===== config.mk =====
export PLATFORM = sky130hd
export DESIGN_NAME = pattern_playback_ctrl
export DESIGN_NICKNAME = d
export VERILOG_FILES = /design/src/rtl/memory_game_pkg.sv /design/src/rtl/tick_prescaler.sv /design/src/rtl/pattern_playback_ctrl.sv
export SDC_FILE = /design/constraint.sdc
export NUM_CORES = 1
export LEC_CHECK = 0
export ABC_CLOCK_PERIOD_IN_PS = 5400
export CAP_MARGIN = 20
export CORE_MARGIN = 5
export CORE_UTILIZATION = 50
export CTS_BUF_LIST = sky130_fd_sc_hd__clkbuf_2 sky130_fd_sc_hd__clkbuf_4 sky130_fd_sc_hd__clkbuf_8
export DETAILED_ROUTE_END_ITERATION = 10
export PLACE_DENSITY_LB_ADDON = 0.1
export SYNTH_ARGS = -nofsm -noshare
export SYNTH_HDL_FRONTEND = slang
export SYNTH_SLANG_ARGS = --single-unit
export TNS_END_PERCENT = 100

===== constraint.sdc =====
create_clock -name clk -period 5.4 [get_ports clk]
set_input_delay 0.54 -clock clk [delete_from_list [all_inputs] [get_ports clk]]
set_output_delay 0.54 -clock clk [all_outputs]
set_load 0.01 [all_outputs]

===== src/rtl/memory_game_pkg.sv =====
// Shared constants, playback state encoding and symbol decode for the memory game.
package memory_game_pkg;

    localparam int SYM_W   = 3;
    localparam int MAX_LEN = 25;

    typedef enum logic [1:0] {
        IDLE = 2'd0,
        ON   = 2'd1,
        OFF  = 2'd2,
        DONE = 2'd3
    } playback_state_t;

    function automatic logic [7:0] sym_to_onehot(input logic [2:0] sym);
        return 8'd1 << sym;
    endfunction

endpackage


===== src/rtl/tick_prescaler.sv =====
// Free-running mod-TICK_DIV counter; tick marks the last cycle of each period.
module tick_prescaler #(
    parameter int TICK_DIV = 25000
) (
    input  logic clk,
    input  logic rst_n,
    input  logic clr,
    output logic tick
);

    localparam int CW = (TICK_DIV > 1) ? $clog2(TICK_DIV) : 1;
    localparam logic [CW-1:0] LAST = CW'(TICK_DIV - 1);

    logic [CW-1:0] cnt_q;
    logic [CW-1:0] cnt_d;

    // next count: restart on clr or at the end of a period
    always_comb begin
        cnt_d = cnt_q;
        if (clr) begin
            cnt_d = '0;
        end else if (cnt_q == LAST) begin
            cnt_d = '0;
        end else begin
            cnt_d = cnt_q + CW'(1);
        end
    end

    // count register
    always_ff @(posedge clk or negedge rst_n) begin
        if (!rst_n) begin
            cnt_q <= '0;
        end else begin
            cnt_q <= cnt_d;
        end
    end

    assign tick = (cnt_q == LAST);

endmodule


===== src/rtl/pattern_playback_ctrl.sv =====
// Plays a latched symbol pattern on one-hot LEDs with fixed on/off phases,
// oldest-first or newest-first, and pulses done on normal completion.
module pattern_playback_ctrl
    import memory_game_pkg::*;
#(
    parameter int SYM_W     = memory_game_pkg::SYM_W,
    parameter int MAX_LEN   = memory_game_pkg::MAX_LEN,
    parameter int PAT_W     = SYM_W * MAX_LEN,
    parameter int CNT_W     = 16,
    parameter int TICK_DIV  = 25000,
    parameter int ON_TICKS  = 4,
    parameter int OFF_TICKS = 2
) (
    input  logic             clk,
    input  logic             rst_n,
    input  logic             start,
    input  logic             abort,
    input  logic             reverse,
    input  logic [CNT_W-1:0] len,
    input  logic [PAT_W-1:0] pattern,
    output logic             busy,
    output logic             done,
    output logic [7:0]       led,
    output logic [CNT_W-1:0] sym_idx,
    output logic             sym_valid
);

    localparam int PH_W = 8;
    localparam logic [PH_W-1:0] ON_LAST  = PH_W'(ON_TICKS - 1);
    localparam logic [PH_W-1:0] OFF_LAST = PH_W'(OFF_TICKS - 1);

    playback_state_t  state_q, state_d;
    logic [PAT_W-1:0] pat_q, pat_d;
    logic             rev_q, rev_d;
    logic [CNT_W-1:0] len_q, len_d;
    logic [CNT_W-1:0] slot_q, slot_d;
    logic [CNT_W-1:0] idx_q, idx_d;
    logic [PH_W-1:0]  phase_q, phase_d, phase_nx_s;
    logic [7:0]       led_q, led_d;
    logic             busy_q, busy_d;
    logic             done_q, done_d;
    logic             sym_valid_q, sym_valid_d;
    logic [CNT_W-1:0] eff_len_s;
    logic [CNT_W+1:0] off_s;
    logic [SYM_W-1:0] sym_s;
    logic             tick_s;
    logic             clr_s;

    tick_prescaler #(
        .TICK_DIV(TICK_DIV)
    ) u_prescaler (
        .clk  (clk),
        .rst_n(rst_n),
        .clr  (clr_s),
        .tick (tick_s)
    );

    // next-state, playback bookkeeping and registered-output precompute
    always_comb begin
        state_d    = state_q;
        pat_d      = pat_q;
        rev_d      = rev_q;
        len_d      = len_q;
        slot_d     = slot_q;
        idx_d      = idx_q;
        phase_nx_s = phase_q;
        eff_len_s  = (len > CNT_W'(MAX_LEN)) ? CNT_W'(MAX_LEN) : len;

        if (abort) begin
            state_d = IDLE;
            idx_d   = '0;
        end else begin
            case (state_q)
                IDLE: begin
                    if (start) begin
                        pat_d   = pattern;
                        rev_d   = reverse;
                        len_d   = eff_len_s;
                        idx_d   = '0;
                        slot_d  = reverse ? '0 : eff_len_s - CNT_W'(1);
                        state_d = (eff_len_s == '0) ? DONE : ON;
                    end else begin
                        state_d = IDLE;
                    end
                end
                ON: begin
                    if (tick_s && (phase_q == ON_LAST)) begin
                        state_d = OFF;
                    end else if (tick_s) begin
                        phase_nx_s = phase_q + PH_W'(1);
                    end else begin
                        phase_nx_s = phase_q;
                    end
                end
                OFF: begin
                    if (tick_s && (phase_q == OFF_LAST)) begin
                        if (idx_q == len_q - CNT_W'(1)) begin
                            state_d = DONE;
                            idx_d   = '0;
                        end else begin
                            state_d = ON;
                            idx_d   = idx_q + CNT_W'(1);
                            slot_d  = rev_q ? slot_q + CNT_W'(1) : slot_q - CNT_W'(1);
                        end
                    end else if (tick_s) begin
                        phase_nx_s = phase_q + PH_W'(1);
                    end else begin
                        phase_nx_s = phase_q;
                    end
                end
                DONE: begin
                    state_d = IDLE;
                end
                default: begin
                    state_d = IDLE;
                    idx_d   = '0;
                end
            endcase
        end

        // both timers restart on any state change so phase lengths are exact
        clr_s   = (state_d != state_q);
        phase_d = clr_s ? '0 : phase_nx_s;

        off_s       = (CNT_W+2)'(slot_d) * (CNT_W+2)'(SYM_W);
        sym_s       = SYM_W'(pat_d >> off_s);
        led_d       = (state_d == ON) ? sym_to_onehot(sym_s) : 8'd0;
        sym_valid_d = (state_d == ON);
        busy_d      = (state_d == ON) || (state_d == OFF);
        done_d      = (state_d == DONE);
    end

    // state, latched inputs and output registers
    always_ff @(posedge clk or negedge rst_n) begin
        if (!rst_n) begin
            state_q     <= IDLE;
            pat_q       <= '0;
            rev_q       <= 1'b0;
            len_q       <= '0;
            slot_q      <= '0;
            idx_q       <= '0;
            phase_q     <= '0;
            led_q       <= 8'd0;
            busy_q      <= 1'b0;
            done_q      <= 1'b0;
            sym_valid_q <= 1'b0;
        end else begin
            state_q     <= state_d;
            pat_q       <= pat_d;
            rev_q       <= rev_d;
            len_q       <= len_d;
            slot_q      <= slot_d;
            idx_q       <= idx_d;
            phase_q     <= phase_d;
            led_q       <= led_d;
            busy_q      <= busy_d;
            done_q      <= done_d;
            sym_valid_q <= sym_valid_d;
        end
    end

    assign led       = led_q;
    assign busy      = busy_q;
    assign done      = done_q;
    assign sym_valid = sym_valid_q;
    assign sym_idx   = idx_q;

endmodule


# Word level (Yosys, flattened, before mapping)

Index checks and enable logic that the tools add are counted.
W data, S select, Z words.

$add $sub $neg: 7
Multiply operators: 1
Divide/modulo/power cells: 0
Magnitude comparators: 1
Equal/unequal tests: 16
Shift-type cells: 2
Multiplexer cells: 32
Bitwise logic cells: 1
Reductions and logical operators: 10

Operators with widths:

| cell                    | count |
|---|---|
| $mux W75                | 3 |
| $mux W16                | 11 |
| $shr A75 B18 Y3         | 1 |
| $pmux W16 S2            | 2 |
| $mux W8                 | 6 |
| $sub A16 B1 Y16 const B | 3 |
| $add A16 B1 Y16 const B | 2 |
| $mux W15                | 2 |
| $mul A16 B2 Y18 const B | 1 |
| $eq A16 B16 Y1          | 1 |
| $gt A16 B5 Y1 const B   | 1 |
| $logic_not A16 Y1       | 1 |
| $pmux W8 S2             | 1 |
| $add A15 B1 Y15 const B | 1 |
| $eq A15 B15 Y1 const B  | 1 |
| $mux W2                 | 6 |
| $ne A3 B3 Y1 const B    | 4 |
| $add A8 B1 Y8 const B   | 1 |
| $eq A2 B2 Y1 const B    | 4 |
| $eq A8 B1 Y1 const B    | 1 |
| $eq A8 B2 Y1 const B    | 1 |
| $pmux W2 S4             | 1 |
| $shl A1 B3 Y8 const A   | 1 |
| $reduce_and A3 Y1       | 2 |
| 9 further kinds         | 12 |

Flip-flop bits (word level): 160
Latch bits: 0
Bits in writable memories: 0
Memory bits (read-only): 0
Input port bits: 96
Word-level logic and storage cells: 82
Memories: 0

# Depth between registers and ports, before layout

Depth after elaboration: 11
Mapped depth: 17

# Modules after synthesis

Synthesis repeated with hierarchy kept, for this count alone.

Cell total of the unflattened synthesis: 988
Area, all modules: 8849.7 sq um

By module, submodules not included:

| module                | times used | cells an instance | area each (sq um) |
|---|---|---|---|
| pattern_playback_ctrl | 1          | 912               | 8079.0 |
| tick_prescaler        | 1          | 76                | 770.7 |

# Worst setup path before layout

OpenSTA, ideal clock, no wires.

Path type: register to register
From: register len_q[3]
To: register led_q[2] (netlist: led[2])
Arrival: 4094 ps
Setup slack: 1201 ps
Cell stages (with the launch flop): 15
Cells stage by stage: dfrtp_1 or4_4 or4_1 a22oi_1 nand4bb_1 or3_1 buf_6 mux2i_4 buf_2 mux2i_1 o32ai_1 o21a_1 a2111oi_4 o21ai_2 nor4b_1

Word-level cells in the longest chain between the ends: 10

RTL lines:

| what                   | line                         | text |
|---|---|---|
| from (decl)            | pattern_playback_ctrl.sv:35  | `logic [CNT_W-1:0] len_q, len_d;` |
| from (signal assigned) | pattern_playback_ctrl.sv:151 | `len_q <= len_d;` |
| $sub A16 B1 Y16 *      | pattern_playback_ctrl.sv:97  | `if (idx_q == len_q - CNT_W'(1)) begin` |
| $eq A16 B16 Y1 *       | pattern_playback_ctrl.sv:97  |  |
| $mux W16               | pattern_playback_ctrl.sv:97  |  |
| $mux W16               | pattern_playback_ctrl.sv:96  | `if (tick_s && (phase_q == OFF_LAST)) begin` |
| $pmux W16 S2           | pattern_playback_ctrl.sv:73  | `case (state_q)` |
| $mux W16               | pattern_playback_ctrl.sv:69  | `if (abort) begin` |
| $mul A16 B2 Y18        | pattern_playback_ctrl.sv:125 | `off_s = (CNT_W+2)'(slot_d) * (CNT_W+2)'(SYM_W);` |
| $shr A75 B18 Y3        | pattern_playback_ctrl.sv:126 | `sym_s = SYM_W'(pat_d >> off_s);` |
| $shl A1 B3 Y8          | memory_game_pkg.sv:15        | `return 8'd1 << sym;` |
| $mux W8 *              | pattern_playback_ctrl.sv:127 | `led_d = (state_d == ON) ? sym_to_onehot(sym_s) : 8'd0;` |
| via led_d[2]           | pattern_playback_ctrl.sv:39  | `logic [7:0] led_q, led_d;` |
| to (signal assigned)   | pattern_playback_ctrl.sv:155 | `led_q <= led_d;` |
| to (decl)              | pattern_playback_ctrl.sv:39  |  |

Mark *: on every way through the listed nets, which the timed path passes. The rest lies on a longest branch.
A chain may end at the register's enable or synchronous reset.

# Worst setup path after layout

From: register u_prescaler.cnt_q[0]
To: register led_q[6] (netlist: led[6])

Word-level cells in the longest chain between the ends: 9

RTL lines:

| what                   | line                         | text |
|---|---|---|
| from (decl)            | tick_prescaler.sv:14         | `logic [CW-1:0] cnt_q;` |
| from (signal assigned) | tick_prescaler.sv:34         | `cnt_q <= cnt_d;` |
| $eq A15 B15 Y1 *       | tick_prescaler.sv:38         | `assign tick = (cnt_q == LAST);` |
| $logic_and A1 B1 Y1    | pattern_playback_ctrl.sv:96  |  |
| $mux W16               | pattern_playback_ctrl.sv:96  |  |
| $pmux W16 S2           | pattern_playback_ctrl.sv:73  |  |
| $mux W16               | pattern_playback_ctrl.sv:69  |  |
| $mul A16 B2 Y18        | pattern_playback_ctrl.sv:125 |  |
| $shr A75 B18 Y3        | pattern_playback_ctrl.sv:126 |  |
| $shl A1 B3 Y8          | memory_game_pkg.sv:15        |  |
| $mux W8 *              | pattern_playback_ctrl.sv:127 |  |
| via led_d[6]           | pattern_playback_ctrl.sv:39  |  |

Marks and branches as above.

==> metrics.txt <==
deepest clock path buffer count 2; Leak between 0.005 and 0.006 uW; Num Clock Sinks between 150 and 200; Post-Syn Area per Cell ~9 um2; startpoint types register; Max Cap Violations 0; Remaining DRCs 0; Max Transition Viols Final 0; Area Growth Syn to Fin 20.8%; Die ar. around 21,000 um2; cell area power density approximately 260 nW/um2; diode count 0; slowest stage cell, crit path or4_1; switching share of total power a little under a third; DP HPWL about 17,000 um; Hold EP pat_q[16]$_DFF_PN0_; met2 WL post-DR between 10,000 and 15,000 um; required time worst endpoint a little under 6000 ps; post-route cell area ~11,000 um2; area leader, netlist dfrtp_1; status finished, final reports clean; RSZ-0062 raised after global routing false; Ports 123; critical path peak fanout 10; crit path DAT roughly 5200 ps; cell chain of the critical path ha_1 -> nand4_1 -> or4_1 -> nor3_1 -> o31a_1 -> o21ai_1 -> a21boi_0 -> nand3b_1 -> nor4_1 -> nand3_1 -> nor3b_1 -> and4bb_2; CP Class reg2reg; Initial Utilization about half; Fillers about 1,600; P_sw ~900 uW; vias after detailed routing 7,458; Reg clk slew, reported paths ~100 ps; peak supply drop about 240 uV; Die Width between 100 and 150 um; #FFs+latches synth 160; initial antenna violation count 0; R2R cell count 12; gr ovfl total 0; Distinct cells, synth between 70 and 80; number of enable flip-flop cells after synthesis 0; Std-Cell Rows 49; Worst setup EP type register; share of power burned in registers between 40% and 50%; final setup TNS 0 ps; yosys warns 0; pin count of the biggest net entering global routing 81; area of the multi-input gates approximately 4600 um2; global-route usage over all layers a little under a quarter; Core Box Area ~18,000 um2; Least-Margin Pin Slew 884 ps; routed len/inst 17.0 um; Post-Syn Area approximately 9000 um2; crit-path max cell delay roughly 560 ps; met3 wire length between 1000 and 1500 um; Hold Crit Depth 2; CTS tree done; first-pass GRT wire length between 30,000 and 40,000 um; Total Routed Length approximately 23,000 um; async set-reset flop share out of synthesis 100%; met1 WL 10,200 um; top post-synthesis cells by area dfrtp_1, mux2i_1, nand2_1; share of the synthesized area in the top cell type between 40 and 50%; DP Area between 10,000 and 15,000 um2; clock buffer count from CTS 17; CTS root buf clkbuf_8; type of the tightest min-delay check reg2reg; crit path time final between 4000 and 5000 ps; FF-to-FF Start u_prescaler.cnt_q[0]$_DFF_PN0_; number of global-route vias before repair roughly 7,200; FF+latch area approximately 4000 um2; post-synthesis sequential area ratio roughly 44%; clock network power share around 32%; DR vias/cell about 5.6; Main synth FF type dfrtp_1; post-route ant nets 0; DR top layer met4; Synth Instances just under 1,000; first-pass iteration count of the detailed router 5; RR Endpoint led[6]$_DFF_PN0_; Final Skew approximately 13 ps; post-cts sizing count 0; min-delay src pat_q[16]$_DFF_PN0_; worst hold slack ~480 ps; Finished Core Util 60.9%; fraction of layout cells with a size suffix above 1 5.68%; Slew HR 41.1%; Total Nets Final about 1,200; gpl congestion 0.889; R2R Setup Slk between 500 and 600 ps; DIE HEIGHT approximately 140 um; setup violators final 0; Final period util 89.2%; Max Fclk 208 MHz; Skew-Pair Late Insertion Delay between 400 and 500 ps; Synth Net Count approximately 1,100; final-report hold violation count 0; combinational share of power roughly a fifth; H-tree level count 4; drt first-iter violations around 530; IO Port Bufs between 100 and 150; internal power ~2000 uW
[kinds of logic after synthesis]
| family | share of synthesized area (%) |
|---|---|
| AOI/OAI and AO/OA | 12.0 |
| xor gates and xnor gates | 6.23 |
| adders and majority gates | 3.42 |
| buffers and inverters | 4.92 |
| DFF | 44.5 |
| muxes | 8.41 |
| and+or+nand+nor | 20.5 |
[repair_timing]
item	CTS	global route
setup buffers	0	0
endpoints found under the hold margin	29	0
hold buffers	1	0
[how the worst max path moves through the flow]
| stage | from | endpoint | slack (ps) | depth (start not counted) |
|---|---|---|---|---|
| floorplan | len_q[3]$_DFFE_PN0P_ | led[2]$_DFF_PN0_ | 1200 | 14 |
| global placement | len[7] | led[6]$_DFF_PN0_ | 420 | 17 |
| detailed placement | len[7] | led[6]$_DFF_PN0_ | 320 | 17 |
| CTS | u_prescaler.cnt_q[0]$_DFF_PN0_ | led[6]$_DFF_PN0_ | 640 | 12 |
| global route | u_prescaler.cnt_q[0]$_DFF_PN0_ | led[6]$_DFF_PN0_ | 330 | 12 |
| finish | u_prescaler.cnt_q[0]$_DFF_PN0_ | led[6]$_DFF_PN0_ | 580 | 12 |
[sequential cells by signal, indices dropped and copies added, names as in the netlist]
register	flops
pat_q	75
len_q	16
slot_q	16
sym_idx	16
u_prescaler.cnt_q	15
led	8
phase_q	8
state_q	2
busy	1
done	1
rev_q	1
sym_valid	1
[power by group through the flow]
stage               combinational (uW)  sequential (uW)  clock, uW
detailed placement                 545             1390          0
finish                             545             1370        911
global placement                   538             1390          0
CTS                                548             1370        929
global route                       608             1390        982
floorplan                          330             1380          0
[worst max-delay path, delay by kind of cell, from the launching register on]
family / cells / cell delay [ps]
adder cells (fa/ha/maj): 1 / 330
flip-flops: 1 / 450
AO/OA/AOI/OAI: 3 / 1320
AND/OR/NAND/NOR: 8 / 2640
[cell usage in the layout, fill, tap and decap left out, drive strengths merged, types with 5 or more instances in the layout]
cell           count
a31oi              9
or3               11
clkinv             5
or4                6
nor2b              7
and3              10
and2              15
nand2            138
a21oi             36
clkbuf            17
or2                5
nor2             105
nor3              19
o21ai             31
buf               10
a32oi              5
o21bai             5
nand3             23
ha                23
xor2              36
clkdlybuf4s50    121
mux2i             71
nand4             12
nand2b             5
o22ai              6
nor4              13
dfrtp            160
xnor2             28
inv               84
o32ai              6
o21a               5
a22oi              6
[synthesized netlist by cell type, drive strengths merged, types with 6 or more instances]
| library cell | count |
|---|---|
| nand2 | 138 |
| a22oi | 6 |
| nor2b | 7 |
| and3 | 10 |
| mux2i | 71 |
| a31oi | 9 |
| nor4 | 13 |
| xnor2 | 28 |
| inv | 77 |
| or4 | 6 |
| ha | 23 |
| buf | 12 |
| nand3 | 23 |
| or3 | 11 |
| o21ai | 31 |
| dfrtp | 160 |
| a21oi | 36 |
| o22ai | 6 |
| clkbuf | 19 |
| xor2 | 36 |
| nor2 | 105 |
| nor3 | 19 |
| and2 | 15 |
| o32ai | 6 |
| nand4 | 12 |
[per-stage QoR]
step | total power (uW) | setup WS, ps | cells
after global placement | 1930 | 418 | 1304
after CTS | 2850 | 642 | 1337
final | 2830 | 584 | 1338
after global routing | 2980 | 329 | 1338
after detailed placement | 1940 | 318 | 1304
after floorplan | 1710 | 1200 | 976
[per-layer routing]
layer	vias up	GRT usage [%]
met5	-	0
met4	0	6.63
met1	3568	31.5
met2	215	36.3
li1	3631	-
met3	44	4.30
[cell type report]
| class | count | area share, % |
|---|---|---|
| clock inverter | 15 | 1.58 |
| tap | 229 | 2.64 |
| timing repair buffer | 132 | 12.2 |
| sequential | 160 | 36.8 |
| multi-input combinational | 708 | 41.9 |
| clock buffer | 17 | 2.15 |
| inverter | 77 | 2.68 |
(Power assumes the default switching activity.)
==> variant (same flow settings) <==
`MAX_LEN`: 25 -> 50.
--- a/src/rtl/memory_game_pkg.sv
+++ b/src/rtl/memory_game_pkg.sv
@@ -3,5 +3,5 @@
 
     localparam int SYM_W   = 3;
-    localparam int MAX_LEN = 25;
+    localparam int MAX_LEN = 50;
 
     typedef enum logic [1:0] {
Ports: changed (resized pattern); port bits go from 123 to 198. No check against the original RTL was run, so the function may have changed too.
==> variant against the original RTL <==
The run now ends with negative hold slack left. Routed wire length up 66%. Maximum frequency down 0.21%. Worst setup slack got worse by 10 ps. Via count rose by 52%. Utilization is 2.9 points higher. Global-route usage is 3.2 points higher. Area after synthesis grew 41%. Sequential cell count is 75 higher. Cell count up 52%. Power grew 83%. Cell area is 47% higher. Critical path type unchanged.
==> variant: results (changes against the original RTL) <==
The synthesized net count came out at 1,679 (+53%). The unique cell type count in the Yosys netlist came out at 92 (+28%). The final reports fail on negative hold slack.

The setup slack after placement came out at 276 ps (-42.1 ps). The fraction of power consumed by combinational cells was 0.227 (+0.034). The layout filler cell count is 2,211 (+40%). The type of the worst min-delay path is in2async. The sequential element share of the synthesized area is 0.464 (+0.0186). The routing usage on met1 was 0.392 (+0.0772). The flow ran to the end, but the final reports show violations. The peak fanout along the critical path came to 37 (+27). The critical path data arrival time was 5300 ps (+80 ps). The overall global routing resource usage came out at 0.258 (+0.0316). The total half-perimeter wirelength after legalization and detailed placement is 27.3 mm (+60%). The commonest cells after synthesis are nand2_1, dfrtp_1, nor2_1. The number of flip-flops in the largest register is 150 (+100%). The clock-pin slew of the registers on the worst-case setup and hold paths was 70 ps (-30 ps). The clock network power share is 0.377 (+0.055).

The number of buffers on the longest clock path was 3 (+1). The wire length on met3 was 3.01 mm (+140%). The wire length per cell is 18.5 um (+8.8%).

The proportion of total power due to net switching is 0.296 (-0.0156). The number of hold violations in the final report came out at 4 (+4). The final net count came out at 1,872 (+54%). The ratio of cells with drive above 1 in the final layout is 0.0854 (+0.0286). The worst hold slack came out at -17.0 ps (-499 ps).
==> variant: kinds of logic after synthesis <==
kind of cell | after synthesis | synth area share
compound gates | 242 | 0.140
xor+xnor | 60 | 0.0414
fa+ha+maj | 23 | 0.0233
buf+inv | 110 | 0.0360
flops | 235 | 0.464
mux | 31 | 0.0248
simple gates | 784 | 0.271
==> variant: area by class of cell <==
| type | instances | area share |
|---|---|---|
| multi-input combinational | 1140 | 0.398 |
| sequential | 235 | 0.367 |
| timing repair buffer | 224 | 0.139 |
| clock buffer | 61 | 0.0500 |
| tap | 330 | 0.0258 |
| clock inverter | 13 | 0.0122 |
| inverter | 36 | 0.00851 |
==> variant: per-stage QoR <==
| step | utilization | hold WS, ps | instances | power [uW] |
|---|---|---|---|---|
| finish | 0.638 | -17.0 | 2039 | 5170 |
| global route | 0.638 | 50.8 | 2039 | 5430 |
| floorplan | - | 244 | 1485 | 2770 |
| CTS | 0.638 | 44.9 | 2039 | 5190 |
| global placement | 0.599 | 450 | 1965 | 3220 |
| detailed placement | 0.599 | 455 | 1965 | 3240 |
==> variant: worst paths after layout <==
kind,startpoint,end,cells past startpoint
worst max-delay path,len_q[0],led[0],16
worst min-delay path,rst_n,len_q[7],1
worst max register to register,len_q[0],led[0],16
worst min register to register,pat_q[51],pat_q[51],2
max in group asynchronous,rst_n,pat_q[18],2
min in group clk,pat_q[51],pat_q[51],2
==> variant: worst max-delay path: cells and delay by family, from the launching register on <==
| kind | cells | cell delay (ps) |
|---|---|---|
| flip-flops | 1 | 430 |
| AO/OA/AOI/OAI | 6 | 1610 |
| AND/OR/NAND/NOR | 7 | 2030 |
| buffers and inverters | 2 | 530 |
| adder cells (fa/ha/maj) | 1 | 150 |
